<file path="src/rtl/pass_ram_writer.sv">
// Password enrollment controller: buffers keypad digits for one user and, on the
// pound key, writes them plus a terminator word into the shared 64x8 password RAM.
module pass_ram_writer #(
    parameter int         MIN_DIGITS = 4,
    parameter int         MAX_DIGITS = 7,
    parameter logic [7:0] TERM_WORD  = 8'hFF
) (
    input  logic       clk,
    input  logic       rst,
    input  logic       pass_change,
    input  logic [2:0] address_user,
    input  logic [3:0] pass_input,
    input  logic       pass_load,
    input  logic       pass_pound,
    output logic [5:0] address_pass,
    output logic [7:0] data_pass,
    output logic       wren_pass,
    output logic       busy,
    output logic       done,
    output logic       pwd_error,
    output logic [2:0] digit_count
);

    localparam logic [2:0] MIN_C = 3'(MIN_DIGITS);
    localparam logic [2:0] MAX_C = 3'(MAX_DIGITS);

    typedef enum logic [2:0] {
        ST_IDLE    = 3'd0,
        ST_COLLECT = 3'd1,
        ST_WRITE   = 3'd2,
        ST_TERM    = 3'd3,
        ST_DONE    = 3'd4,
        ST_ERR     = 3'd5
    } state_t;

    state_t      state_r;
    state_t      state_s;
    logic [2:0]  user_r;
    logic [2:0]  user_s;
    logic [2:0]  count_r;
    logic [2:0]  count_s;
    logic [2:0]  cnt_upd_s;
    logic [2:0]  idx_r;
    logic [2:0]  idx_s;
    logic [3:0]  buf_r [0:7];
    logic        buf_we_s;
    logic        buf_clr_s;
    logic        ovf_s;

    logic        load_q_r;
    logic        pound_q_r;
    logic        load_evt_r;
    logic        pound_evt_r;
    logic [3:0]  digit_r;

    logic        wren_r;
    logic [5:0]  addr_r;
    logic [7:0]  data_r;
    logic        busy_r;
    logic        done_r;
    logic        err_r;
    logic        wren_s;
    logic [5:0]  addr_s;
    logic [7:0]  data_s;

    // Edge detectors; the digit is captured together with its strobe edge
    always_ff @(posedge clk or negedge rst) begin
        if (!rst) begin
            load_q_r    <= 1'b0;
            pound_q_r   <= 1'b1;
            load_evt_r  <= 1'b0;
            pound_evt_r <= 1'b0;
            digit_r     <= 4'h0;
        end else begin
            load_q_r    <= pass_load;
            pound_q_r   <= pass_pound;
            load_evt_r  <= pass_load & ~load_q_r;
            pound_evt_r <= ~pass_pound & pound_q_r;
            digit_r     <= pass_input;
        end
    end

    // Next-state logic; a same-cycle digit is counted before the pound length check
    always_comb begin
        state_s   = state_r;
        user_s    = user_r;
        count_s   = count_r;
        idx_s     = idx_r;
        cnt_upd_s = count_r;
        buf_we_s  = 1'b0;
        buf_clr_s = 1'b0;
        ovf_s     = 1'b0;
        case (state_r)
            ST_IDLE: begin
                if (pass_change) begin
                    user_s  = address_user;
                    count_s = 3'd0;
                    state_s = ST_COLLECT;
                end else begin
                    state_s = ST_IDLE;
                end
            end
            ST_COLLECT: begin
                if (!pass_change) begin
                    count_s   = 3'd0;
                    buf_clr_s = 1'b1;
                    state_s   = ST_IDLE;
                end else begin
                    if (load_evt_r) begin
                        if (count_r < MAX_C) begin
                            buf_we_s  = 1'b1;
                            cnt_upd_s = count_r + 3'd1;
                        end else begin
                            ovf_s = 1'b1;
                        end
                    end else begin
                        ovf_s = 1'b0;
                    end
                    count_s = cnt_upd_s;
                    if (ovf_s) begin
                        state_s = ST_ERR;
                    end else if (pound_evt_r) begin
                        if (cnt_upd_s < MIN_C) begin
                            state_s = ST_ERR;
                        end else begin
                            idx_s   = 3'd0;
                            state_s = ST_WRITE;
                        end
                    end else begin
                        state_s = ST_COLLECT;
                    end
                end
            end
            ST_WRITE: begin
                idx_s = idx_r + 3'd1;
                if (idx_r == count_r - 3'd1) begin
                    state_s = ST_TERM;
                end else begin
                    state_s = ST_WRITE;
                end
            end
            ST_TERM: begin
                state_s = ST_DONE;
            end
            ST_DONE, ST_ERR: begin
                if (!pass_change) begin
                    count_s = 3'd0;
                    state_s = ST_IDLE;
                end else begin
                    state_s = state_r;
                end
            end
            default: begin
                count_s = 3'd0;
                state_s = ST_IDLE;
            end
        endcase
    end

    // RAM port values for the state being entered, so the registered outputs line up with it
    always_comb begin
        wren_s = 1'b0;
        addr_s = 6'd0;
        data_s = 8'h00;
        case (state_s)
            ST_WRITE: begin
                wren_s = 1'b1;
                addr_s = {user_s, idx_s};
                if (buf_we_s && (idx_s == count_r)) begin
                    data_s = {4'h0, digit_r};
                end else begin
                    data_s = {4'h0, buf_r[idx_s]};
                end
            end
            ST_TERM: begin
                wren_s = 1'b1;
                addr_s = {user_s, count_s};
                data_s = TERM_WORD;
            end
            default: begin
                wren_s = 1'b0;
            end
        endcase
    end

    // Control state registers
    always_ff @(posedge clk or negedge rst) begin
        if (!rst) begin
            state_r <= ST_IDLE;
            user_r  <= 3'd0;
            count_r <= 3'd0;
            idx_r   <= 3'd0;
        end else begin
            state_r <= state_s;
            user_r  <= user_s;
            count_r <= count_s;
            idx_r   <= idx_s;
        end
    end

    // Digit buffer
    always_ff @(posedge clk or negedge rst) begin
        if (!rst) begin
            for (int i = 0; i < 8; i++) begin
                buf_r[i] <= 4'h0;
            end
        end else if (buf_clr_s) begin
            for (int i = 0; i < 8; i++) begin
                buf_r[i] <= 4'h0;
            end
        end else if (buf_we_s) begin
            buf_r[count_r] <= digit_r;
        end
    end

    // Registered outputs
    always_ff @(posedge clk or negedge rst) begin
        if (!rst) begin
            wren_r <= 1'b0;
            addr_r <= 6'd0;
            data_r <= 8'h00;
            busy_r <= 1'b0;
            done_r <= 1'b0;
            err_r  <= 1'b0;
        end else begin
            wren_r <= wren_s;
            addr_r <= addr_s;
            data_r <= data_s;
            busy_r <= (state_s == ST_COLLECT) || (state_s == ST_WRITE) || (state_s == ST_TERM);
            done_r <= (state_s == ST_DONE);
            err_r  <= (state_s == ST_ERR);
        end
    end

    assign wren_pass    = wren_r;
    assign address_pass = addr_r;
    assign data_pass    = data_r;
    assign busy         = busy_r;
    assign done         = done_r;
    assign pwd_error    = err_r;
    assign digit_count  = count_r;

endmodule

</file>
<file path="config.mk">
export PLATFORM = sky130hd
export DESIGN_NAME = pass_ram_writer
export DESIGN_NICKNAME = d
export VERILOG_FILES = /design/src/rtl/pass_ram_writer.sv
export SDC_FILE = /design/constraint.sdc
export NUM_CORES = 1
export LEC_CHECK = 0
export ABC_AREA = 1
export BUFFER_PORTS_ARGS = -buffer_cell sky130_fd_sc_hd__buf_2
export CAP_MARGIN = 0
export CELL_PAD_IN_SITES_DETAIL_PLACEMENT = 1
export CELL_PAD_IN_SITES_GLOBAL_PLACEMENT = 1
export CORE_ASPECT_RATIO = 0.5
export CORE_MARGIN = 3
export CORE_UTILIZATION = 26
export CTS_CLUSTER_DIAMETER = 30
export DETAILED_ROUTE_END_ITERATION = 16
export PLACE_DENSITY_LB_ADDON = 0.1
export SLEW_MARGIN = 20
export SYNTH_ARGS = -nofsm -noshare
export SYNTH_HDL_FRONTEND = slang
export SYNTH_SLANG_ARGS = --single-unit
</file>
<file path="constraint.sdc">
create_clock -name clk -period 2.2 [get_ports clk]
set_input_delay 0.22 -clock clk [delete_from_list [all_inputs] [get_ports clk]]
set_output_delay 0.22 -clock clk [all_outputs]
set_load 0.03 [all_outputs]
</file>
==> results.cfg <==
[clock_tree]
clock_latency_ns = 0.34
cts_buffers = 9
clock_path_buffers = 2
clkSlewWorstSetupHoldPaths_ns = 0.06
cts_tree = done
cts_sinks = 67
cts_root_buf = clkbuf_16
htreeDepth = 3

[worst_setup_path]
crit_cells = 14
cp_num_buf_inv = 2
start_kind = flip-flop
end_kind = flip-flop
reg2reg_depth = 14
path_max_fanout = 14
cpPeakStageDelay_ns = 0.42
path_cells = ha_1 -> nand3_1 -> nand2_2 -> inv_4 -> nand3_2 -> nand2_2 -> nand2_8 -> buf_4 -> nand3_1 -> nand3_1 -> nand3_1 -> nand3_1 -> nand2_1 -> nand2_1
cp_top_family = simple AND/OR/NAND/NOR gates
rr_startpoint = digit_count[0]$_DFF_PN0_
crit_arrival_ns = 2.25
rrSetupSlack_ns = 0.17
critical_path_class = reg -> reg
crit_slowest_cell = dfrtp_1
r2r-end = data_pass[1]$_DFF_PN0_
crit_top_cell = nand3_1
required_ns = 2.42

[placement]
pre_cts_slack_ns = 0.005235
hpwl_mm = 7.410
port_buffers = 32
place_congestion = 0.8357
placed_area_um2 = 3691

[timing]
fin_ws_ns = 0.1672
rsz0062_at_grt = false
worst_pin_slew_ns = 0.4877
holdWs_ns = 0.01573
finalSetupTns_ns = 0
setup_viol = 0
fmaxAchievable_mhz = 491.9
period_needed_ns = 2.033
drv_slew = 0
slew_headroom = 0.6748
finalClockSkew_ns = 0.007797
finalCritPeriodShare = 0.9240
hold_viol = 0

[routing]
drt-total-wl_mm = 9.775
num_vias = 2806
drt_iter0_drc = 111
drc = 0
antenna_left = 0
first_pass_iters = 4
routed_via_density = 4.677
wl_per_cell_um = 16.29

[hold_path]
hold_start = pass_load
hold_path_depth = 1
min_path_type = in -> reg
worstHoldEndpoint = load_q_r$_DFF_PN0_

[final_layout]
n_antenna_cell = 0
drive_above_1_share = 0.2483
syn_to_final_growth_pct = 23.91
finalNetCount = 445
final_common_cell = nand3_1
final_area_um2 = 4118
final_util = 0.3387
final_cell_mix = 72 x nand3_1, 65 x dfrtp_1, 63 x nand2_1

[synth]
synth_seq_cells = 67
syn-instance-count = 376
synth_area_leaders = dfrtp_1 50%, nand3_1 11%, nand2_1 7.1%
synth_largest_area_cell = dfrtp_1
syn_area_um2 = 3323
yosysTopAreaCellShare = 0.4970
yosys_warnings = 0
synth_cell_types = 38
syn_avg_cell_area_um2 = 8.838
syn-num-nets = 391
yosysSeqAreaShare = 0.5049

[floorplanning]
die_w_um = 165.9
coreArea_um2 = 12160
dieArea_um2 = 14260
io_pins = 33
rows = 28
start_util = 0.2734
dieHeight_um = 85.94

[global_routing]
grtUsageMet1 = 0.1983
grt_max_degree = 27
gr-usage-all-layers = 0.1441
grt_use_met2 = 0.2243
grt_pass1_wl_mm = 16.08
antenna_found_initial = 0
grt_use_met3 = 0.03683
grt_pass1_vias = 3016
grt_overflow = 0
grt_most_used_layer = met2

[job]
max-cap-violations = 0

[power]
leakagePower_nw = 2.044
vdd_drop_max_mv = 0.4688
powerDensity_nw_per_um2 = 831.1

[status]
status = complete, no violations
-- through the flow --
stage	cells	power [mW]
global route	600	3.590
CTS	595	3.460
floorplan	376	1.696
finish	600	3.422
global placement	573	1.872
detailed placement	573	1.886
-- cell type report --
cell class                      count  area [um2]
Multi-Input combinational cell    247        1369
Fill cell                        1430        8039
Tap cell                          165       206.4
Sequential cell                    67        1679
Timing Repair Buffer               56       355.3
Clock buffer                       10       229.0
Clock inverter                      6       90.09
Inverter                           49       188.9
-- worst register-to-register path, cell delays in order, from the launching register on --
cell	delay (ns)
dfrtp_1	0.42
ha_1	0.23
nand3_1	0.09
nand2_2	0.08
inv_4	0.08
nand3_2	0.08
nand2_2	0.11
nand2_8	0.08
buf_4	0.19
nand3_1	0.08
nand3_1	0.11
nand3_1	0.13
nand3_1	0.10
nand2_1	0.09
nand2_1	0.05
-- cell usage after synthesis --
| library cell | number |
|---|---|
| o21ai_1 | 9 |
| buf_6 | 3 |
| o21bai_1 | 1 |
| nand4_1 | 5 |
| nor2_8 | 1 |
| a22oi_1 | 2 |
| nor2_1 | 17 |
| buf_4 | 6 |
| nand2_8 | 1 |
| nand2_2 | 7 |
| nor3_2 | 1 |
| xor2_1 | 2 |
| nand3_2 | 5 |
| a31oi_1 | 1 |
| nand4_2 | 1 |
| inv_2 | 7 |
| o21ai_0 | 22 |
| clkbuf_1 | 2 |
| nor3_1 | 2 |
| nand3_4 | 3 |
| buf_2 | 2 |
| o211ai_1 | 1 |
| xnor2_1 | 1 |
| and3_1 | 1 |
| a21oi_2 | 1 |
| dfrtp_1 | 66 |
| nand3_1 | 72 |
| dfstp_2 | 1 |
| inv_4 | 2 |
| a21oi_1 | 12 |
| nand2_4 | 4 |
| nand2_1 | 63 |
| ha_1 | 3 |
| nor2_2 | 2 |
| nor2_4 | 3 |
| o221ai_1 | 1 |
| inv_1 | 40 |
| or2_2 | 3 |
-- flip-flops by register name, summed over array words and instances, names as in the netlist, 3 cells and up --
| name | flops |
|---|---|
| buf_r | 32 |
| address_pass | 6 |
| data_pass | 5 |
| digit_r | 4 |
| digit_count | 3 |
| idx_r | 3 |
| state_r | 3 |
| user_r | 3 |
-- power by group --
group | switching (mW) | internal, mW | total (mW)
registers | 0.0475 | 1.31 | 1.35
logic | 0.356 | 0.166 | 0.523
clock network | 0.554 | 0.994 | 1.55
total | 0.957 | 2.46 | 3.42
-- worst max-delay path by stage --
stage / end / slack (ns) / startpoint
5_1_grt: data_pass[1]$_DFF_PN0_ / 0.02 / digit_count[0]$_DFF_PN0_
2_1_floorplan: address_pass[2]$_DFF_PN0_ / 0.13 / digit_count[1]$_DFF_PN0_
3_3_place_gp: data_pass[0]$_DFF_PN0_ / 0.13 / digit_count[2]$_DFF_PN0_
6_report: data_pass[1]$_DFF_PN0_ / 0.17 / digit_count[0]$_DFF_PN0_
4_1_cts: data_pass[0]$_DFF_PN0_ / 0.09 / digit_count[0]$_DFF_PN0_
3_5_place_dp: data_pass[0]$_DFF_PN0_ / 0.005 / digit_count[2]$_DFF_PN0_
-- cells by family (layout without fill, tap and decap cells) --
family | after synthesis | count (layout) | share of synthesized area
AO/OA/AOI/OAI | 50 | 50 | 0.08095
buffers and inverters | 62 | 121 | 0.08584
XOR/XNOR | 3 | 3 | 0.007908
flip-flops | 67 | 67 | 0.5049
adder cells (fa/ha/maj) | 3 | 3 | 0.01130
AND/OR/NAND/NOR | 191 | 191 | 0.3091
-- what timing repair did --
item	in CTS	in global routing
pin swaps	0	1
buffers inserted	0	5
hold buffers	6	0
endpoints found under the setup margin	1	4
hold endpoints to repair	25	0
resized for setup	1	1
-- routing by layer --
metal,wire length (um),vias up
li1,-,1347
met1,4962,1395
met2,4328,55
met3,351,9
met4,132,0
met5,0,-
Note: power is estimated with default switching activity, not from simulation.
